$ cat config.mk
export PLATFORM = sky130hd
export DESIGN_NAME = aidc_lite_ahb_sram_slv_flat
export DESIGN_NICKNAME = d
export VERILOG_FILES = /design/src/rtl/aidc_lite_ahb_sram_slv_if.sv /design/src/rtl/aidc_lite_ahb_sram_slv.sv /design/src/flat_wrapper.sv
export SDC_FILE = /design/constraint.sdc
export NUM_CORES = 1
export LEC_CHECK = 0
export BUFFER_PORTS_ARGS = -buffer_cell sky130_fd_sc_hd__buf_4
export CAP_MARGIN = 20
export CORE_AREA = 2 2 77 79
export DETAILED_ROUTE_END_ITERATION = 12
export DIE_AREA = 0 0 79 81
export HOLD_SLACK_MARGIN = 0.15
export PLACE_DENSITY = 0.74
export SLEW_MARGIN = 20
export SYNTH_ARGS = -nofsm -noshare
export SYNTH_HDL_FRONTEND = slang
export SYNTH_SLANG_ARGS = --single-unit
$ cat constraint.sdc
create_clock -name clk -period 2.4 [get_ports clk]
set_input_delay 0.48 -clock clk [delete_from_list [all_inputs] [get_ports clk]]
set_output_delay 0.48 -clock clk [all_outputs]
set_load 0.02 [all_outputs]
$ cat src/rtl/aidc_lite_ahb_sram_slv_if.sv
// AHB2 bus bundle between a bus master/decoder and the SRAM responder.
interface aidc_lite_ahb_sram_slv_if;
  logic        hsel_i;
  logic [31:0] haddr_i;
  logic [1:0]  htrans_i;
  logic        hwrite_i;
  logic [2:0]  hsize_i;
  logic [2:0]  hburst_i;
  logic [3:0]  hprot_i;
  logic [31:0] hwdata_i;
  logic        hready_i;
  logic        hreadyout_o;
  logic        hresp_o;
  logic [31:0] hrdata_o;

  modport master (
    output hsel_i, haddr_i, htrans_i, hwrite_i, hsize_i, hburst_i, hprot_i,
           hwdata_i, hready_i,
    input  hreadyout_o, hresp_o, hrdata_o
  );

  modport slave (
    input  hsel_i, haddr_i, htrans_i, hwrite_i, hsize_i, hburst_i, hprot_i,
           hwdata_i, hready_i,
    output hreadyout_o, hresp_o, hrdata_o
  );
endinterface

$ cat src/rtl/aidc_lite_ahb_sram_slv.sv
// AHB2 responder in front of a single-port synchronous SRAM.
// Zero-wait reads/writes; one wait when a write data phase meets a read
// address phase on the shared SRAM port; two-cycle ERROR on bad size/alignment.
// Optional macro AIDC_LITE_AHB_SLV_WAIT_INJECT_EN adds WAIT_CYCLES wait states
// to every NONSEQ beat.
module aidc_lite_ahb_sram_slv #(
  parameter int ADDR_W      = 12,
  parameter int WAIT_CYCLES = 2
) (
  input  logic                    clk,
  input  logic                    rst_n,
  aidc_lite_ahb_sram_slv_if.slave bus,
  output logic                    sram_cs_o,
  output logic                    sram_we_o,
  output logic [ADDR_W-1:0]       sram_addr_o,
  output logic [3:0]              sram_be_o,
  output logic [31:0]             sram_wdata_o,
  input  logic [31:0]             sram_rdata_i
);

  // state names the data phase currently on the bus
  typedef enum logic [2:0] {
    S_IDLE, S_RD, S_RD_WAIT, S_WR, S_ERR1, S_ERR2
`ifdef AIDC_LITE_AHB_SLV_WAIT_INJECT_EN
    , S_WAIT
`endif
  } state_t;

  state_t              state;
  logic                ready_q, resp_q;
  logic                wr_q, err_q;
  logic [ADDR_W-1:0]   addr_q;
  logic [3:0]          be_q;

  logic                open_ap, accept, a_err, inject, wait_rd, rd_now, rd_reg;
  logic [3:0]          a_be;
  logic [ADDR_W-1:0]   a_addr;
  logic                unused_ok;

  // address phases are only sampled where the previous data phase can end
  assign open_ap = (state == S_IDLE) | (state == S_RD) | (state == S_WR) | (state == S_ERR2);
  assign accept  = open_ap & bus.hsel_i & bus.hready_i & bus.htrans_i[1];
  assign a_addr  = bus.haddr_i[ADDR_W+1:2];
  assign unused_ok = ^{bus.hburst_i, bus.hprot_i, bus.haddr_i[31:ADDR_W+2]};

  // byte lanes and legality of the transfer on the address bus
  always_comb begin
    a_be  = 4'b1111;
    a_err = 1'b0;
    case (bus.hsize_i)
      3'd0: a_be = 4'b0001 << bus.haddr_i[1:0];
      3'd1: begin
        a_be  = bus.haddr_i[1] ? 4'b1100 : 4'b0011;
        a_err = bus.haddr_i[0];
      end
      3'd2: a_err = |bus.haddr_i[1:0];
      default: a_err = 1'b1;
    endcase
  end

`ifdef AIDC_LITE_AHB_SLV_WAIT_INJECT_EN
  localparam int CNT_W = (WAIT_CYCLES > 1) ? $clog2(WAIT_CYCLES) : 1;
  logic [CNT_W-1:0] cnt;
  assign inject  = (WAIT_CYCLES > 0) && (bus.htrans_i == 2'b10);
  // a delayed read is launched in the last wait cycle so data lands in S_RD
  assign wait_rd = (state == S_WAIT) && (cnt == '0) && !wr_q;
`else
  logic unused_noinj;
  assign inject       = 1'b0;
  assign wait_rd      = 1'b0;
  assign unused_noinj = ^{wr_q, 32'(WAIT_CYCLES)};
`endif

  // a read goes straight to the SRAM unless the port is busy with a write
  assign rd_now = accept & ~bus.hwrite_i & ~a_err & ~inject & (state != S_WR);
  assign rd_reg = (state == S_RD_WAIT) | wait_rd;

  // SRAM port: data-phase write wins, then deferred read, then fresh read
  always_comb begin
    sram_cs_o    = 1'b0;
    sram_we_o    = 1'b0;
    sram_addr_o  = '0;
    sram_be_o    = 4'b0000;
    sram_wdata_o = '0;
    if (rst_n) begin
      if (state == S_WR && !err_q) begin
        sram_cs_o    = 1'b1;
        sram_we_o    = 1'b1;
        sram_addr_o  = addr_q;
        sram_be_o    = be_q;
        sram_wdata_o = bus.hwdata_i;
      end else if (rd_reg) begin
        sram_cs_o   = 1'b1;
        sram_addr_o = addr_q;
        sram_be_o   = 4'b1111;
      end else if (rd_now) begin
        sram_cs_o   = 1'b1;
        sram_addr_o = a_addr;
        sram_be_o   = 4'b1111;
      end
    end
  end

  assign bus.hreadyout_o = ready_q;
  assign bus.hresp_o     = resp_q;
  assign bus.hrdata_o    = (state == S_RD) ? sram_rdata_i : '0;

  // data-phase FSM with registered HREADYOUT/HRESP
  always_ff @(posedge clk) begin
    if (!rst_n) begin
      state   <= S_IDLE;
      ready_q <= 1'b1;
      resp_q  <= 1'b0;
      wr_q    <= 1'b0;
      err_q   <= 1'b0;
      addr_q  <= '0;
      be_q    <= '0;
`ifdef AIDC_LITE_AHB_SLV_WAIT_INJECT_EN
      cnt     <= '0;
`endif
    end else begin
      case (state)
        S_RD_WAIT: begin
          state   <= S_RD;
          ready_q <= 1'b1;
          resp_q  <= 1'b0;
        end
        S_ERR1: begin
          state   <= S_ERR2;
          ready_q <= 1'b1;
          resp_q  <= 1'b1;
        end
`ifdef AIDC_LITE_AHB_SLV_WAIT_INJECT_EN
        S_WAIT: begin
          if (cnt == '0) begin
            state   <= wr_q ? S_WR : S_RD;
            ready_q <= 1'b1;
          end else begin
            cnt <= cnt - 1'b1;
          end
        end
`endif
        default: begin
          state   <= S_IDLE;
          ready_q <= 1'b1;
          resp_q  <= 1'b0;
          if (accept) begin
            wr_q   <= bus.hwrite_i;
            addr_q <= a_addr;
            be_q   <= a_be;
            err_q  <= a_err;
            if (a_err) begin
              state   <= S_ERR1;
              ready_q <= 1'b0;
              resp_q  <= 1'b1;
            end
`ifdef AIDC_LITE_AHB_SLV_WAIT_INJECT_EN
            else if (inject) begin
              state   <= S_WAIT;
              ready_q <= 1'b0;
              cnt     <= CNT_W'(WAIT_CYCLES - 1);
            end
`endif
            else if (bus.hwrite_i) begin
              state <= S_WR;
            end else if (state == S_WR) begin
              state   <= S_RD_WAIT;
              ready_q <= 1'b0;
            end else begin
              state <= S_RD;
            end
          end
        end
      endcase
    end
  end

endmodule

$ cat src/flat_wrapper.sv
// flat-port wrapper written by rule: the top's interface ports become plain ports
module aidc_lite_ahb_sram_slv_flat 
#(
  parameter int ADDR_W      = 12,
  parameter int WAIT_CYCLES = 2
)
  (clk, rst_n, sram_cs_o, sram_we_o, sram_addr_o, sram_be_o, sram_wdata_o, sram_rdata_i, bus_hsel_i, bus_haddr_i, bus_htrans_i, bus_hwrite_i, bus_hsize_i, bus_hburst_i, bus_hprot_i, bus_hwdata_i, bus_hready_i, bus_hreadyout_o, bus_hresp_o, bus_hrdata_o);
  aidc_lite_ahb_sram_slv_if bus_i ();
  input  logic clk;
  input  logic rst_n;
  output logic sram_cs_o;
  output logic sram_we_o;
  output logic [ADDR_W-1:0] sram_addr_o;
  output logic [3:0] sram_be_o;
  output logic [31:0] sram_wdata_o;
  input  logic [31:0] sram_rdata_i;
  input wire logic [$bits(bus_i.hsel_i)-1:0] bus_hsel_i;
  input wire logic [$bits(bus_i.haddr_i)-1:0] bus_haddr_i;
  input wire logic [$bits(bus_i.htrans_i)-1:0] bus_htrans_i;
  input wire logic [$bits(bus_i.hwrite_i)-1:0] bus_hwrite_i;
  input wire logic [$bits(bus_i.hsize_i)-1:0] bus_hsize_i;
  input wire logic [$bits(bus_i.hburst_i)-1:0] bus_hburst_i;
  input wire logic [$bits(bus_i.hprot_i)-1:0] bus_hprot_i;
  input wire logic [$bits(bus_i.hwdata_i)-1:0] bus_hwdata_i;
  input wire logic [$bits(bus_i.hready_i)-1:0] bus_hready_i;
  output wire logic [$bits(bus_i.hreadyout_o)-1:0] bus_hreadyout_o;
  output wire logic [$bits(bus_i.hresp_o)-1:0] bus_hresp_o;
  output wire logic [$bits(bus_i.hrdata_o)-1:0] bus_hrdata_o;
  assign bus_i.hsel_i = bus_hsel_i;
  assign bus_i.haddr_i = bus_haddr_i;
  assign bus_i.htrans_i = bus_htrans_i;
  assign bus_i.hwrite_i = bus_hwrite_i;
  assign bus_i.hsize_i = bus_hsize_i;
  assign bus_i.hburst_i = bus_hburst_i;
  assign bus_i.hprot_i = bus_hprot_i;
  assign bus_i.hwdata_i = bus_hwdata_i;
  assign bus_i.hready_i = bus_hready_i;
  assign bus_hreadyout_o = bus_i.hreadyout_o;
  assign bus_hresp_o = bus_i.hresp_o;
  assign bus_hrdata_o = bus_i.hrdata_o;
  aidc_lite_ahb_sram_slv #(.ADDR_W(ADDR_W), .WAIT_CYCLES(WAIT_CYCLES)) u_core (.clk(clk), .rst_n(rst_n), .bus(bus_i), .sram_cs_o(sram_cs_o), .sram_we_o(sram_we_o), .sram_addr_o(sram_addr_o), .sram_be_o(sram_be_o), .sram_wdata_o(sram_wdata_o), .sram_rdata_i(sram_rdata_i));
endmodule
# Word-level counts from Yosys, hierarchy flattened
# Cells that the tools add are included.
# W data, S select, Z words.
# word_totals
register_bits,22
# op_classes
muxes,31
eq_ne,8
n_reduce_logical,8
shift,1
n_bitwise,14
# op_table
op,n
$mux W32,3
$mux W12,4
$mux W4,5
$mux W1,11
$eq A3 B2 Y1 const B,3
$mux W3,3
$pmux W4 S2,1
$and A1 B1 Y1,6
$eq A3 B1 Y1 const B,2
$eq A3 B3 Y1 const B,2
$logic_not A3 Y1,2
$pmux W3 S2,1
$not A1 Y1,5
$reduce_or A2 Y1,2
$reduce_or A4 Y1,1
$shl A1 B2 Y4 const A,1
$ne A3 B2 Y1 const B,1
$or A1 B1 Y1,3
$pmux W1 S3,1
$mux W2,1
$pmux W1 S2,1
$reduce_and A2 Y1,1
$logic_and A1 B1 Y1,1
$logic_not A1 Y1,1

# Depth between registers and ports, before layout
# Gate-level depths: netlist of run 1.
# depth
ltp_word,14
ltp_mapped,7
mapped_depth_nobuf,5

# Worst setup path after synthesis of run 1
# Ideal clock, no wire load.
# synth_path
path_type,register -> output
startpoint,register u_core.bus.hresp_o (netlist name)
endpoint,output sram_addr_o[10]
stages_incl_launch_ff,7
required_time_ps,1920
slack_ps,364
arrival_ps,1556
path_buffers,2
path_cell_list,dfxtp_1 > a21oi_2 > o2111a_1 > and3_1 > buf_4 > buf_6 > a22o_1
# synth_lines
element,line_no,text
end: declaration,flat_wrapper.sv:13,output logic [ADDR_W-1:0] sram_addr_o;

# Worst setup path after layout of run 1
# layout_path
startpoint,register u_core.state[1]
endpoint,output sram_cs_o
# layout_between
elab_chain_len,14
word_cells_on_any_way,20
classes_between,eq/ne: 5; mux: 4; bitwise: 9; reduce/logical: 2
# layout_rtl
element,line_no,text
start: declaration,aidc_lite_ahb_sram_slv.sv:29,state_t state;
start signal: assignment,aidc_lite_ahb_sram_slv.sv:111,state <= S_IDLE;
start signal: assignment,aidc_lite_ahb_sram_slv.sv:124,state <= S_RD;
start signal: assignment,aidc_lite_ahb_sram_slv.sv:129,state <= S_ERR2;
$eq A3 B1 Y1 / $logic_not A3 Y1 (equally long branches),aidc_lite_ahb_sram_slv.sv:41,assign open_ap = (state == S_IDLE) | (state == S_RD) | (state == S_WR) | (state == S_ERR2);
$or A1 B1 Y1 (3 in a row),aidc_lite_ahb_sram_slv.sv:41,
$and A1 B1 Y1 (3 in a row),aidc_lite_ahb_sram_slv.sv:42,assign accept = open_ap & bus.hsel_i & bus.hready_i & bus.htrans_i[1];
$and A1 B1 Y1 (3 in a row),aidc_lite_ahb_sram_slv.sv:75,assign rd_now = accept & ~bus.hwrite_i & ~a_err & ~inject & (state != S_WR);
$mux W1,aidc_lite_ahb_sram_slv.sv:96,end else if (rd_now) begin
$mux W1,aidc_lite_ahb_sram_slv.sv:92,end else if (rd_reg) begin
$mux W1 (*),aidc_lite_ahb_sram_slv.sv:86,if (state == S_WR && !err_q) begin
$mux W1 (*),aidc_lite_ahb_sram_slv.sv:85,if (rst_n) begin
end: declaration,flat_wrapper.sv:11,output logic sram_cs_o;
# Every way passes the cells marked *; elsewhere a longest branch is shown, timed or not.

==> impl_metrics.toml, run 1 <==
[status]
status = "completed"

[setup_path]
path_class = "reg2out"
rr_startpoint = "u_core.state[1]$_SDFF_PN0_"
r2r_slack_ps = 820
worstPathArrival_ps = 1730
max_stage_delay_ps = 470
cp-end-kind = "output port"
path_delay_family = "simple AND/OR/NAND/NOR gates"
slowest_stage = "dfxtp_1"
cp-start-kind = "flop"
cp_cell_sequence = "a21oi_2, o2111a_1, and3_4, or2_2, buf_4"
path_max_fanout = 17
worstPathRequired_ps = 1920
rr_worst_depth = 4
cp_num_buf_inv = 1
r2r_end = "u_core.bus.hresp_o$_SDFF_PN0_"
cp-startpoint = "u_core.state[1]$_SDFF_PN0_"

[flow_run]
cap_violations = 0

[min_path]
hold_start = "rst_n"
min_to = "u_core.bus.hreadyout_o$_SDFF_PP1_"
whs_path_depth = 2
hold_class = "in2reg"

[logic_synthesis]
ys.warnings.count = 0
ys_seq_area_share_pct = 28.62
synth_cell_type_count = 30
syn_inst = 201
synth_seq_cells = 21
synth_area_um2 = 1469
avgSynthCellArea_um2 = 7.308
synth_nets = 314

[detailed_routing]
viasPerCell = 4.353
antenna_left = 0
drc = 0
wirelength_mm = 5.277
drtPass1Iterations = 4
wl_per_cell_um = 11.86
dr.first_iter.drc_count = 53
vias = 1937

[floorplan]
start_util_pct = 25.88
io_pins = 197
die_y_um = 81
coreArea_um2 = 5675
die_x_um = 79
die_area_um2 = 6399
fp-row-count = 28

[sta]
post-route-period-util_pct = 92.03
rsz0062_at_grt = "false"
tightest_slew_ps = 750.5
maxClockFrequency_mhz = 452.8
slew_headroom_pct = 49.97
hold_viol = 0
tns_ps = 0
period_needed_ps = 2209
setup_viol = 0
fin_ws_ps = 191.4
slew_violations = 0
fin_hold_ws_ps = 443.8
finClkSkew_ps = 3.806

[cts]
cts_buffers = 3
clk_pin_slew_worst_paths_ps = 70
clkLatencyLatePin_ps = 260
clockBufferDepth = 2
cts_max_level = 1
cts_num_sinks = 21
cts_tree = "done"
cts-root-buf = "clkbuf_8"

[layout]
drive_gt1_share_pct = 51.89
fin_util_pct = 51.39
layout.nets = 484
n_antenna_cell = 0
layoutNonFillerInstCount = 445
fin_area_um2 = 2917
areaGrowthSynthToFinish_pct = 98.55

[grt]
antenna_found_initial = 0
grt_max_degree = 34
grt_pass1_wl_mm = 8.010
grt_pass1_vias = 1806
grt_overflow = 0
grt_usage_pct = 15.31

[placed_design]
dp_slack_ps = 51.13
placed_cell_area_um2 = 2826
dp_hpwl_mm = 4.206
gp_congestion = 0.7737
dp_cells = 439
port_buffers = 170

[pwr]
power.total_mw = 0.8269
irDropWorstVdd_mv = 0.1976
p_leak_nw = 1.489
powerDensity_nw_per_um2 = 283.5
[cells by family after synthesis]
kind of cell	share of synthesized area, %
AOI/OAI and AO/OA	22.15
and+or+nand+nor	42.85
DFF	28.62
buffers and inverters	5.792
xor gates and xnor gates	0.5964
[area by class of cell]
| class | count | area (um2) |
|---|---|---|
| multi-input cells | 162 | 980.9 |
| clock buffers | 4 | 45.04 |
| repair buffers | 179 | 1360 |
| flip-flops and latches | 21 | 421.7 |
| inverters | 4 | 15.01 |
| fillers | 574 | 2759 |
| well taps | 75 | 93.84 |
[synth_stat cells]
cell	n	area, um2
and2_1	64	400.4
nand2_1	33	123.9
dfxtp_1	21	420.4
a21oi_1	15	75.07
a22o_1	13	113.9
clkbuf_1	7	26.28
nor2_1	7	26.28
buf_2	5	25.02
nor3_1	4	20.02
o21ai_0	4	20.02
o22a_1	4	35.03
inv_1	3	11.26
a21oi_2	2	17.52
nand3b_1	2	15.01
nor2_2	2	12.51
a311oi_1	1	8.760
and2b_1	1	7.510
and3_1	1	6.260
buf_4	1	7.510
buf_6	1	11.26
inv_2	1	3.750
nand3_1	1	5.000
nor2b_1	1	6.260
o2111a_1	1	11.26
o2111ai_2	1	15.01
o211a_1	1	10.01
o32a_1	1	10.01
o32ai_1	1	8.760
or2_2	1	6.260
xnor2_1	1	8.760
[power breakdown]
| part | total (mW) | switching, mW | internal, mW | leakage (nW) |
|---|---|---|---|---|
| logic | 0.225 | 0.0868 | 0.138 | 1.29 |
| registers | 0.370 | 0.00865 | 0.362 | 0.171 |
| clock network | 0.232 | 0.114 | 0.118 | 0.0228 |
| total | 0.827 | 0.209 | 0.618 | 1.49 |
[worst max path at each step]
stage                            endpoint  cells after the start
after floorplan           sram_addr_o[10]                      6
after global placement       sram_be_o[1]                      5
after detailed placement     sram_be_o[2]                      6
after CTS                    sram_be_o[2]                      5
after global routing       sram_addr_o[9]                      5
final                           sram_cs_o                      5
[placed cells by master, fill, tap and decap left out, types with 2 or more instances in the layout]
cell,n
buf_4,177
and2_1,64
nand2_1,33
dfxtp_1,20
a21oi_1,15
a22o_1,13
nor2_1,7
o22a_1,4
o21ai_0,4
inv_1,3
nor3_1,3
clkbuf_8,3
nor2_2,2
nand3b_1,2
[sequential cells by signal, summed over array words and instances (netlist names)]
| signal | flops |
|---|---|
| u_core.state | 2 |
| u_core.addr_q | 12 |
| u_core.be_q | 4 |
| u_core.err_q | 1 |
| u_core.bus.hreadyout_o | 1 |
| u_core.bus.hresp_o | 1 |
[per-layer routing]
layer  global-route usage, %  up-vias  wire length [um]
met5                       0        -                 0
met4                   3.621        0                41
met3                   3.444        4               418
met2                   28.90       86              2784
met1                   17.52      843              2032
li1                        -     1004                 -
[repair_timing]
item | CTS | global route
hold buffers | 0 | 0
gates cloned | 0 | 0
gates resized for setup | 3 | 2
endpoints found under the setup margin | 17 | 49
setup buffers | 0 | 2
No activity file was read; power rests on OpenSTA's default activity.
==> run 2, diff against run 1 <==
- CTS_BUF_LIST: default -> sky130_fd_sc_hd__clkbuf_4 sky130_fd_sc_hd__clkbuf_8 sky130_fd_sc_hd__clkbuf_16
==> impl_metrics.toml, run 2 (synthesis gave the netlist of run 1 again) <==
[min_path]
whs_path_depth = 2
min_to = "u_core.bus.hreadyout_o$_SDFF_PP1_"
hold_class = "in2reg"
hold_start = "rst_n"

[setup_path]
path_max_fanout = 17
worstPathRequired_ps = 1920
slowest_stage = "dfxtp_1"
cp-start-kind = "flop"
cp_cell_sequence = "a21oi_2, o2111a_1, and3_4, or2_2, buf_4"
r2r_slack_ps = 820
r2r_end = "u_core.bus.hresp_o$_SDFF_PN0_"
rr_worst_depth = 4
rr_startpoint = "u_core.state[1]$_SDFF_PN0_"
max_stage_delay_ps = 470
worstPathArrival_ps = 1730
path_class = "reg2out"
cp-end-kind = "output port"

[sta]
slew_violations = 0
fin_ws_ps = 192.0
maxClockFrequency_mhz = 452.9
hold_viol = 0
slew_headroom_pct = 50.20
post-route-period-util_pct = 92.00
finClkSkew_ps = 3.065
tightest_slew_ps = 747.0
tns_ps = 0
period_needed_ps = 2208
rsz0062_at_grt = "false"
setup_viol = 0

[cts]
clk_pin_slew_worst_paths_ps = 70
cts-root-buf = "clkbuf_8"
cts_tree = "done"
clkLatencyLatePin_ps = 260
cts_buffers = 3
clockBufferDepth = 2
cts_max_level = 1
cts_hold_buf = 0
cts_num_sinks = 21

[placed_design]
dp_hpwl_mm = 4.206
dp_slack_ps = 51.13
dp_cells = 439
gp_congestion = 0.7737
placed_cell_area_um2 = 2826
port_buffers = 170

[layout]
fin_area_um2 = 2920
final_common_cell = "buf_4"
layout.nets = 484
largest-register = "u_core.addr_q"
n_antenna_cell = 0
reg_top3 = "u_core.addr_q: 12 flops, u_core.be_q: 4 flops, u_core.state: 2 flops"
layoutNonFillerInstCount = 445
fin_util_pct = 51.46
areaGrowthSynthToFinish_pct = 98.81
drive_gt1_share_pct = 52.16
final_cell_mix = "177 x buf_4, 64 x and2_1, 33 x nand2_1, 20 x dfxtp_1, 15 x a21oi_1"
largest_register_ffs = 12
fillCellCount = 572

[pwr]
seq_power_share_pct = 44.1
p_clk_share_pct = 29.1
powerDensity_nw_per_um2 = 287.3
p_int_mw = 0.6289
p_leak_nw = 1.492
irDropWorstVdd_mv = 0.2004
swShare_pct = 25.03
combPwrFrac_pct = 26.8
power_switching_mw = 0.2100

[floorplan]
io_pins = 197
start_util_pct = 25.88
die_y_um = 81
coreArea_um2 = 5675
fp-row-count = 28
die_x_um = 79
die_area_um2 = 6399

[detailed_routing]
wirelength_mm = 5.283
drc = 0
wl_per_cell_um = 11.87
drtPass1Iterations = 4
viasPerCell = 4.351
dr.first_iter.drc_count = 51
antenna_left = 0
vias = 1936

[grt]
grt_pass1_wl_mm = 8.024
antenna_found_initial = 0
grt_max_degree = 34
grt_pass1_vias = 1802
grt_usage_pct = 15.34
grt_overflow = 0

[status]
status = "completed"

[flow_run]
cap_violations = 0
## run 2: worst max-delay path, delay by kind of cell (launching register included)
family	cells	cell delay [ps]
flip-flops	1	470
buffers and inverters	1	160
AND/OR/NAND/NOR	2	500
AO/OA/AOI/OAI	2	330
## run 2: worst max-delay path by stage
| stage | from | to |
|---|---|---|
| 6_report | u_core.state[1]$_SDFF_PN0_ | sram_cs_o |
| 5_1_grt | u_core.state[0]$_SDFF_PN0_ | sram_wdata_o[20] |
| 4_1_cts | u_core.bus.hresp_o$_SDFF_PN0_ | sram_be_o[2] |
| 3_5_place_dp | bus_hsize_i[0] | sram_be_o[2] |
| 3_3_place_gp | u_core.bus.hresp_o$_SDFF_PN0_ | sram_be_o[1] |
| 2_1_floorplan | u_core.bus.hresp_o$_SDFF_PN0_ | sram_addr_o[10] |
## run 2: power groups by stage
stage	clock [mW]	sequential, mW	combinational (mW)
3_5_place_dp	0	0.378	0.225
2_1_floorplan	0	0.379	0.0756
6_report	0.244	0.370	0.225
3_3_place_gp	0	0.378	0.222
5_1_grt	0.263	0.372	0.247
4_1_cts	0.249	0.370	0.227
## run 2: per-stage QoR
step / total power, mW / hold slack (ps)
final: 0.8389 / 443.4
after detailed placement: 0.6034 / 446.5
after floorplan: 0.4542 / 432.0
after CTS: 0.8454 / 434.8
after global placement: 0.5999 / 440.2
after global routing: 0.8817 / 461.5
## run 2: routing by layer
metal / share of wire, % / GRT usage [%]
met1: 38 / 17.65
met2: 53 / 28.81
met3: 8.0 / 3.444
met4: 0.23 / 3.621
met5: 0 / 0
## run 2: repair_timing
| item | in CTS | in global routing |
|---|---|---|
| setup endpoints to repair | 17 | 49 |
| gates resized for setup | 3 | 2 |
| pin swaps | 0 | 0 |
| setup buffers | 0 | 2 |
| cloned | 0 | 0 |
## run 2: cell type report
| class | count | area (um2) | area share, % |
|---|---|---|---|
| Clock buffer | 4 | 48.80 | 1.671 |
| Inverter | 4 | 15.01 | 0.5141 |
| Multi-Input combinational cell | 162 | 980.9 | 33.59 |
| Sequential cell | 21 | 421.7 | 14.44 |
| Tap cell | 75 | 93.84 | 3.213 |
| Timing Repair Buffer | 179 | 1360 | 46.57 |
